--- config.mk ---
export PLATFORM = sky130hd
export DESIGN_NAME = mips_mc_control
export DESIGN_NICKNAME = d
export VERILOG_FILES = /design/src/rtl/mips_mc_pkg.sv /design/src/rtl/mips_alu_decoder.sv /design/src/rtl/mips_mc_control.sv
export SDC_FILE = /design/constraint.sdc
export NUM_CORES = 1
export LEC_CHECK = 0
export ABC_CLOCK_PERIOD_IN_PS = 2400
export BUFFER_PORTS_ARGS = -buffer_cell sky130_fd_sc_hd__buf_2
export CORE_MARGIN = 2
export CORE_UTILIZATION = 46
export DETAILED_ROUTE_END_ITERATION = 8
export HOLD_SLACK_MARGIN = 0.02
export PLACE_DENSITY = 0.83
export SLEW_MARGIN = 15
export SYNTH_ARGS = -nofsm -noshare
export SYNTH_HDL_FRONTEND = slang
export SYNTH_HIERARCHICAL = 1
export SYNTH_SLANG_ARGS = --single-unit
--- constraint.sdc ---
create_clock -name clk -period 2.4 [get_ports clk]
set_input_delay 0.48 -clock clk [delete_from_list [all_inputs] [get_ports clk]]
set_output_delay 0.48 -clock clk [all_outputs]
set_load 0.02 [all_outputs]
--- src/rtl/mips_mc_pkg.sv ---
`default_nettype none
// ============================================================================
// Module   : mips_mc_pkg
// Purpose  : Shared definitions for the multicycle MIPS control path: FSM
//            state encoding, opcode/funct fields, ALU operation codes and
//            datapath mux select codes. The ALU operation codes here are the
//            single source used by both the control FSM and the datapath ALU.
// Revision : 1.0 - initial release
// ============================================================================
package mips_mc_pkg;

    // Controller states; the 4-bit encoding is visible on the debug port.
    typedef enum logic [3:0] {
        S_FETCH    = 4'd0,
        S_DECODE   = 4'd1,
        S_MEMADR   = 4'd2,
        S_MEMREAD  = 4'd3,
        S_MEMWB    = 4'd4,
        S_MEMWRITE = 4'd5,
        S_EXECUTE  = 4'd6,
        S_ALUWB    = 4'd7,
        S_BRANCH   = 4'd8,
        S_ADDIEXEC = 4'd9,
        S_ADDIWB   = 4'd10,
        S_JUMP     = 4'd11
    } state_t;

    // Primary opcodes (instr[31:26])
    localparam logic [5:0] c_OP_RTYPE = 6'b000000;
    localparam logic [5:0] c_OP_LW    = 6'b100011;
    localparam logic [5:0] c_OP_SW    = 6'b101011;
    localparam logic [5:0] c_OP_BEQ   = 6'b000100;
    localparam logic [5:0] c_OP_ADDI  = 6'b001000;
    localparam logic [5:0] c_OP_J     = 6'b000010;

    // R-type function codes (instr[5:0])
    localparam logic [5:0] c_FN_ADD = 6'b100000;
    localparam logic [5:0] c_FN_SUB = 6'b100010;
    localparam logic [5:0] c_FN_AND = 6'b100100;
    localparam logic [5:0] c_FN_OR  = 6'b100101;
    localparam logic [5:0] c_FN_SLT = 6'b101010;
    localparam logic [5:0] c_FN_DIV = 6'b011010;

    // ALU operation codes
    localparam logic [3:0] c_ALU_ADD = 4'b0010;
    localparam logic [3:0] c_ALU_SUB = 4'b0110;
    localparam logic [3:0] c_ALU_AND = 4'b0000;
    localparam logic [3:0] c_ALU_OR  = 4'b0001;
    localparam logic [3:0] c_ALU_SLT = 4'b0111;
    localparam logic [3:0] c_ALU_DIV = 4'b1010;

    // ALU operand A select
    localparam logic       c_ALUA_PC   = 1'b0;
    localparam logic       c_ALUA_REGA = 1'b1;

    // ALU operand B select
    localparam logic [1:0] c_ALUB_REGB  = 2'b00;
    localparam logic [1:0] c_ALUB_FOUR  = 2'b01;
    localparam logic [1:0] c_ALUB_IMM   = 2'b10;
    localparam logic [1:0] c_ALUB_IMMSH = 2'b11;

    // Next-PC select
    localparam logic [1:0] c_PCSRC_ALU    = 2'b00;
    localparam logic [1:0] c_PCSRC_ALUOUT = 2'b01;
    localparam logic [1:0] c_PCSRC_JUMP   = 2'b10;

endpackage : mips_mc_pkg
`default_nettype wire

--- src/rtl/mips_alu_decoder.sv ---
`default_nettype none
// ============================================================================
// Module   : mips_alu_decoder
// Purpose  : Maps an R-type funct field to an ALU operation code and flags
//            unsupported funct values. DIV is accepted only when DIV_EN=1.
//            Unsupported functs produce operation code 0000.
// Revision : 1.0 - initial release
// ============================================================================
module mips_alu_decoder
    import mips_mc_pkg::*;
#(
    parameter bit DIV_EN = 1'b1
) (
    input  logic [5:0] i_funct,
    output logic [3:0] o_alu_control,
    output logic       o_illegal
);

    // Pure table lookup from funct to ALU operation plus illegal flag
    always_comb begin
        o_alu_control = c_ALU_AND;
        o_illegal     = 1'b0;
        case (i_funct)
            c_FN_ADD: o_alu_control = c_ALU_ADD;
            c_FN_SUB: o_alu_control = c_ALU_SUB;
            c_FN_AND: o_alu_control = c_ALU_AND;
            c_FN_OR:  o_alu_control = c_ALU_OR;
            c_FN_SLT: o_alu_control = c_ALU_SLT;
            c_FN_DIV: begin
                if (DIV_EN) begin
                    o_alu_control = c_ALU_DIV;
                end else begin
                    o_illegal = 1'b1;
                end
            end
            default:  o_illegal = 1'b1;
        endcase
    end

endmodule : mips_alu_decoder
`default_nettype wire

--- src/rtl/mips_mc_control.sv ---
`default_nettype none
// ============================================================================
// Module   : mips_mc_control
// Purpose  : Multicycle MIPS controller. Moore FSM driving datapath selects
//            and strobes from the current state; the PC enable additionally
//            folds in the ALU zero flag for branches. Write strobes, PC
//            enable and the illegal pulse are held low while reset is high.
// Revision : 1.0 - initial release
// ============================================================================
module mips_mc_control
    import mips_mc_pkg::*;
#(
    parameter bit DIV_EN = 1'b1
) (
    input  logic       clk,
    input  logic       reset,
    input  logic [5:0] opcode,
    input  logic [5:0] funct,
    input  logic       zero,
    output logic [3:0] alu_control,
    output logic       alu_src_a,
    output logic [1:0] alu_src_b,
    output logic [1:0] pc_src,
    output logic       pc_en,
    output logic       i_or_d,
    output logic       ir_write,
    output logic       mem_write,
    output logic       reg_write,
    output logic       reg_dst,
    output logic       mem_to_reg,
    output logic       illegal,
    output logic [3:0] state
);

    state_t     r_state;
    state_t     w_next;

    logic [3:0] w_fn_alu;
    logic       w_fn_illegal;

    logic       w_pc_write;
    logic       w_branch;
    logic       w_ir_write;
    logic       w_mem_write;
    logic       w_reg_write;
    logic       w_illegal;

    mips_alu_decoder #(
        .DIV_EN (DIV_EN)
    ) u_alu_decoder (
        .i_funct       (funct),
        .o_alu_control (w_fn_alu),
        .o_illegal     (w_fn_illegal)
    );

    // State register; reset always lands in FETCH
    always_ff @(posedge clk) begin
        if (reset) begin
            r_state <= S_FETCH;
        end else begin
            r_state <= w_next;
        end
    end

    // Next-state and Moore output decode; unknown encodings fall back to FETCH
    always_comb begin
        w_next      = S_FETCH;
        alu_control = c_ALU_AND;
        alu_src_a   = c_ALUA_PC;
        alu_src_b   = c_ALUB_REGB;
        pc_src      = c_PCSRC_ALU;
        i_or_d      = 1'b0;
        reg_dst     = 1'b0;
        mem_to_reg  = 1'b0;
        w_pc_write  = 1'b0;
        w_branch    = 1'b0;
        w_ir_write  = 1'b0;
        w_mem_write = 1'b0;
        w_reg_write = 1'b0;
        w_illegal   = 1'b0;
        case (r_state)
            S_FETCH: begin
                w_ir_write  = 1'b1;
                alu_src_b   = c_ALUB_FOUR;
                alu_control = c_ALU_ADD;
                w_pc_write  = 1'b1;
                w_next      = S_DECODE;
            end
            S_DECODE: begin
                // Precompute branch target in case this is a beq
                alu_src_b   = c_ALUB_IMMSH;
                alu_control = c_ALU_ADD;
                case (opcode)
                    c_OP_LW, c_OP_SW: w_next = S_MEMADR;
                    c_OP_RTYPE:       w_next = S_EXECUTE;
                    c_OP_BEQ:         w_next = S_BRANCH;
                    c_OP_ADDI:        w_next = S_ADDIEXEC;
                    c_OP_J:           w_next = S_JUMP;
                    default: begin
                        w_illegal = 1'b1;
                        w_next    = S_FETCH;
                    end
                endcase
            end
            S_MEMADR: begin
                alu_src_a   = c_ALUA_REGA;
                alu_src_b   = c_ALUB_IMM;
                alu_control = c_ALU_ADD;
                w_next      = (opcode == c_OP_LW) ? S_MEMREAD : S_MEMWRITE;
            end
            S_MEMREAD: begin
                i_or_d = 1'b1;
                w_next = S_MEMWB;
            end
            S_MEMWB: begin
                mem_to_reg  = 1'b1;
                w_reg_write = 1'b1;
                w_next      = S_FETCH;
            end
            S_MEMWRITE: begin
                i_or_d      = 1'b1;
                w_mem_write = 1'b1;
                w_next      = S_FETCH;
            end
            S_EXECUTE: begin
                alu_src_a   = c_ALUA_REGA;
                alu_control = w_fn_alu;
                w_illegal   = w_fn_illegal;
                w_next      = w_fn_illegal ? S_FETCH : S_ALUWB;
            end
            S_ALUWB: begin
                reg_dst     = 1'b1;
                w_reg_write = 1'b1;
                w_next      = S_FETCH;
            end
            S_BRANCH: begin
                alu_src_a   = c_ALUA_REGA;
                alu_control = c_ALU_SUB;
                pc_src      = c_PCSRC_ALUOUT;
                w_branch    = 1'b1;
                w_next      = S_FETCH;
            end
            S_ADDIEXEC: begin
                alu_src_a   = c_ALUA_REGA;
                alu_src_b   = c_ALUB_IMM;
                alu_control = c_ALU_ADD;
                w_next      = S_ADDIWB;
            end
            S_ADDIWB: begin
                w_reg_write = 1'b1;
                w_next      = S_FETCH;
            end
            S_JUMP: begin
                pc_src     = c_PCSRC_JUMP;
                w_pc_write = 1'b1;
                w_next     = S_FETCH;
            end
            default: begin
                w_next = S_FETCH;
            end
        endcase
    end

    // Side-effecting strobes are suppressed for the whole reset cycle
    assign pc_en     = ~reset & (w_pc_write | (w_branch & zero));
    assign ir_write  = ~reset & w_ir_write;
    assign mem_write = ~reset & w_mem_write;
    assign reg_write = ~reset & w_reg_write;
    assign illegal   = ~reset & w_illegal;
    assign state     = r_state;

endmodule : mips_mc_control
`default_nettype wire

# Word level (Yosys, flattened, before mapping)
# Cells that the tools add are included.
word_totals:
  register_bits: 4
  latch_bits: 0
  ram_bits: 0
  rom_bits: 0
  inputBits: 15
  output_inout_bits: 21
  memories: 0
classes:
  n_addsub: 0
  n_mul: 0
  div_mod_pow: 0
  order_cmp: 0
  n_eq_ne: 22
  n_shift: 0
  muxes: 20
  n_bitwise: 8
  reduce_logical: 11
ops:
  columns: ["op", "n"]
  rows:
  - ["$eq 6x6->1 const B", 7]
  - ["$pmux 4 s5", 2]
  - ["$pmux 4 s6", 1]
  - ["$eq 4x3->1 const B", 4]
  - ["$eq 4x4->1 const B", 4]
  - ["$pmux 4 s3", 1]
  - ["$reduce_or 6->1", 2]
  - ["$mux 1", 11]
  - ["$eq 4x2->1 const B", 2]
  - ["$reduce_or 2->1", 4]
  - ["$reduce_or 4->1", 2]
  - ["$and 1x1->1", 6]
  - ["$eq 6x2->1 const B", 1]
  - ["$eq 6x3->1 const B", 1]
  - ["$eq 6x4->1 const B", 1]
  - ["$eq 6x5->1 const B", 1]
  - ["$logic_not 6->1", 1]
  - ["$mux 3", 2]
  - ["$pmux 2 s3", 1]
  - ["$eq 4x1->1 const B", 1]
  - ["$logic_not 4->1", 1]
  - ["$pmux 2 s2", 1]
  - ["$reduce_or 3->1", 1]
  - ["$pmux 1 s2", 1]
  - ["2 further kinds", 2]

# Depth between registers and ports, before layout
depth:
  depth_word: 5
  mapped_depth: 7

# By module
# The synthesis kept the hierarchy.
by_module_without_submodules:
  columns: ["module", "instances", "cells_each", "area_per_inst_um2"]
  rows:
  - ["mips_mc_control", 1, 73, 529.3]
  - ["mips_alu_decoder", 1, 17, 97.6]

# Worst setup path before layout
# No wires, ideal clock.
synth_timing:
  kind: "register to output"
  from: "register r_state[2] (netlist: state[2])"
  to: "output pc_en"
  arrival_ns: 1.817
  required_ns: 1.920
  path_slack_ns: 0.103
  path_stages_with_launch: 5
  path_buffers: 1
  cell_sequence: "dfxtp_1 > buf_6 > or2_4 > nor4_1 > o21bai_1"
synth_via:
  elab_chain_cells: 5
  word_cells_on_any_way: 9
synth_rtl:
  columns: ["element", "line", "text"]
  rows:
  - ["from (decl)", "mips_mc_control.sv:35", "state_t r_state;"]
  - ["from (signal assigned)", "mips_mc_control.sv:61", "r_state <= w_next;"]
  - ["$eq 4x4->1 / $logic_not 4->1 (equally long branches)", "mips_mc_control.sv:81", "case (r_state)"]
  - ["$reduce_or 2->1 (no line) / $mux 1 (equally long branches)", null, null]
  - ["$mux 1 / $and 1x1->1 (equally long branches)", "mips_mc_control.sv:81, mips_mc_control.sv:165", null]
  - ["$or 1x1->1 (*)", "mips_mc_control.sv:165", "assign pc_en = ~reset & (w_pc_write | (w_branch & zero));"]
  - ["$and 1x1->1 (*)", "mips_mc_control.sv:165", null]
  - ["to (decl)", "mips_mc_control.sv:24", "output logic pc_en,"]
# Every way passes the cells marked *; elsewhere a longest branch is shown, timed or not.

# Worst setup path after layout
layout_timing:
  from: "input funct[4]"
  to: "output illegal"
layout_via:
  elab_chain_cells: 5
  word_cells_on_any_way: 10
layout_rtl:
  columns: ["element", "line", "text"]
  rows:
  - ["from (decl)", "mips_mc_control.sv:18", "input logic [5:0] funct,"]
  - ["$eq 6x6->1 / $eq 6x5->1 (equally long branches)", "mips_alu_decoder.sv:23", "case (i_funct)"]
  - ["$reduce_or 6->1 (no line) (*)", null, null]
  - ["$mux 1 (*)", null, null]
  - ["via w_fn_illegal", "mips_mc_control.sv:39", "logic w_fn_illegal;"]
  - ["$pmux 1 s2 (*)", "mips_mc_control.sv:81", null]
  - ["$and 1x1->1 (*)", "mips_mc_control.sv:169", "assign illegal = ~reset & w_illegal;"]
  - ["to (decl)", "mips_mc_control.sv:31", "output logic illegal,"]
# Mark *: on every way through the listed nets, which the timed path passes. The rest lies on a longest branch.

==> impl_results.md <==
- Post-Syn Area: ~630 µm²
- Worst Setup Slack, final: ~180 ps
- R2R Path Start: state[2]
- Iter 0 DRT Violations: 14
- Setup crit end kind: output pin
- Final wirelength: 1.574 mm
- H-tree levels: 1
- Max FFs per register: 4
- Int Power: between 0.15 and 0.2 mW
- Final Hold Vio Count: 0
- Cell count after synthesis: 90
- Fin nets: ~140
- Seq/Total Area, Yosys: approximately an eighth
- Status: complete, no violations
- Critical path type: in2out
- Total of max-cap violations: 0
- Post-DP HPWL: around 1.2 mm
- RSZ-0062 raised after global routing: false
- # hold bufs at CTS: 0
- IO Pins: 36
- First-pass DRT Iterations: 4
- Worst Path Max Fanout: 6
- First-pass GRT wire length: between 2 and 2.5 mm
- Tot GR Track Use: approximately a fifth
- Final Util: 63.39%
- Number of diodes: 0
- CTS clk-pin slew, worst paths: 40 ps
- Clock group share of total power: around a third
- Total CTS buffers: 3
- Final GP Congestion: roughly 0.79
- Routed vias: between 700 and 800
- Slew HR: 67.86%
- Reg-to-reg endpoint: state[1]
- Leak pwr: roughly 0.38 nW
- Tcrit/Tclk final: slightly above 90%
- Filler Cells Inserted: 120
- Setup violations, final: 0
- Commonest non-fill, non-tap cell in the layout: buf_2
- CTS Buffer Depth: 2
- Register share of total power: a little under a third
- Syn avg cell area: between 6 and 7 µm²
- Initial Util: between 40% and 50%
- Cell Pwr Density: around 300 nW/µm²
- Psw: between 0.08 and 0.09 mW
- Crit path capture: illegal
- Die W: approximately 40 µm
- Largest net degree at the start of global routing: 16
- Clk_skew: 6.633 ps
- Crit path required time: around 1900 ps
- Syn. warnings: 6
- Total die area: ~1700 µm²
- VDD IR-drop max: between 200 and 300 µV
- Die Y: 40.92 µm
- TNS Setup: 0 ps
- Most frequent cells in the layout: buf_2 (35), nor2_1 (15), nor3_1 (6), nand2_1 (6), a21oi_1 (6)
- Switching share of power: between 30% and 40%
- Hold WC Path Type: in2reg
- Clock latency on the worst-skew pair: ~240 ps
- Maximum clock rate: 0.4498 GHz
- # port buffers: 35
- Syn_nets: roughly 110
- DR DRC count: 0
- Drt wl/cell: roughly 11 µm
- Final Critical Period: around 2200 ps
- DR vias/cell: 5.597
- CTS resizes: 0
- WP data arrival: between 1500 and 2000 ps
- Tightest Pin Transition: between 400 and 500 ps
- Setup crit start kind: input pin
- Area Overhead vs Synth: 29.94%
- Library cells used by synthesis: slightly above 40
- Max Slew Vio Count: 0
- Routed Antenna Nets: 0
- Congestion Overflow GR: 0
- Pre-CTS WS: 262.6 ps
- Final Total Pwr: between 0.2 and 0.25 mW
- Vias in the first global route: 561
- Synthesis-stage register bit count: 4
- Worst Reg2Reg Path Length in Cells: 4
- TritonCTS clock tree: built
- Fraction of layout cells with a size suffix above 1: a little over a third
- Clock sink count: 4
- Initial antenna violation count: 0
- Worst setup path start: funct[4]
- Core area: 1285 µm²
- Clk root buf: clkbuf_4
- Postcts setup bufs: 0
- Combinational power share: between 30% and 40%
- R2R Setup Slk: around 1000 ps
- FP Rows: 13
## layout make-up
| type | instances | area [µm²] | area share (%) |
|---|---|---|---|
| Timing Repair Buffer | 35 | 175.2 | 21.51 |
| Multi-Input combinational cell | 78 | 503.0 | 61.75 |
| Tap cell | 15 | 18.77 | 2.304 |
| Inverter | 4 | 15.01 | 1.843 |
| Sequential cell | 4 | 80.08 | 9.831 |
| Clock buffer | 3 | 22.52 | 2.765 |
## through the flow
stage,cells,instance area [µm²],hold slack [ps]
finish,139,814.5,537.8
global route,139,814.5,549.7
CTS,139,814.5,536.6
detailed placement,136,792.0,628.5
global placement,136,792.0,615.4
floorplan,90,626.9,559.8
## cell usage after synthesis (all sizes together)
cell type	number	area [µm²]
xnor2	1	8.760
o21bai	1	7.510
o311ai	1	8.760
a21boi	1	7.510
o21a	1	7.510
a21o	3	23.77
and2	2	12.51
mux2i	1	10.01
a21oi	6	30.03
o21ai	3	15.01
o211ai	1	7.510
inv	4	15.01
xor2	2	17.52
o31ai	1	7.510
nand3	2	10.01
nor3b	1	7.510
or2	1	8.760
nor3	6	30.03
o32ai	1	8.760
nand3b	2	15.01
or3b	1	8.760
a2bb2oi	2	17.52
mux2	1	11.26
nor2b	1	6.260
nor2	15	56.30
clkbuf	1	5.000
dfxtp	4	80.08
a31oi	1	6.260
and3	1	6.260
nor4	4	40.04
buf	3	23.77
nand2	6	22.52
a2111oi	2	23.77
a22oi	1	7.510
nand2b	6	52.55
## cells by family after synthesis
| family | after synthesis | share of synthesized area [%] |
|---|---|---|
| and+or+nand+nor | 48 | 44.11 |
| AOI/OAI and AO/OA | 25 | 28.55 |
| buffers and inverters | 8 | 6.984 |
| DFF | 4 | 12.77 |
| xor gates and xnor gates | 3 | 4.192 |
| muxes | 2 | 3.393 |
## power by group through the flow
| stage | sequential, mW | combinational [mW] | clock, mW |
|---|---|---|---|
| floorplan | 0.0741 | 0.0566 | 0 |
| global placement | 0.0769 | 0.0843 | 0 |
| detailed placement | 0.0768 | 0.0861 | 0 |
| CTS | 0.0758 | 0.0865 | 0.0852 |
| global route | 0.0764 | 0.0959 | 0.0947 |
| finish | 0.0760 | 0.0868 | 0.0840 |
## per-layer routing
metal  GRT usage, %  share of wire, %  vias to the layer above
met5              0                 0                        -
met4              0                 0                        0
met3          6.522               7.6                        0
met2          33.59                47                       30
met1          25.81                46                      347
li1               -                 -                      401
## how the worst min path moves through the flow
stage	to	from	slack [ps]	cells past startpoint
2_1_floorplan	state[3]	reset	560	1
3_3_place_gp	state[3]	state[3]	620	2
3_5_place_dp	state[3]	state[3]	630	2
4_1_cts	state[3]	reset	540	2
5_1_grt	state[3]	reset	550	2
6_report	state[3]	reset	540	2
## worst max-delay path, stage by stage
cell and delay [ps]:
buf_2 100, nand2b_1 200, a2111oi_0 450, nor2_1 150
nand3b_1 130, nand2_1 60, buf_2 170
Power figures use the tool's default switching activity.
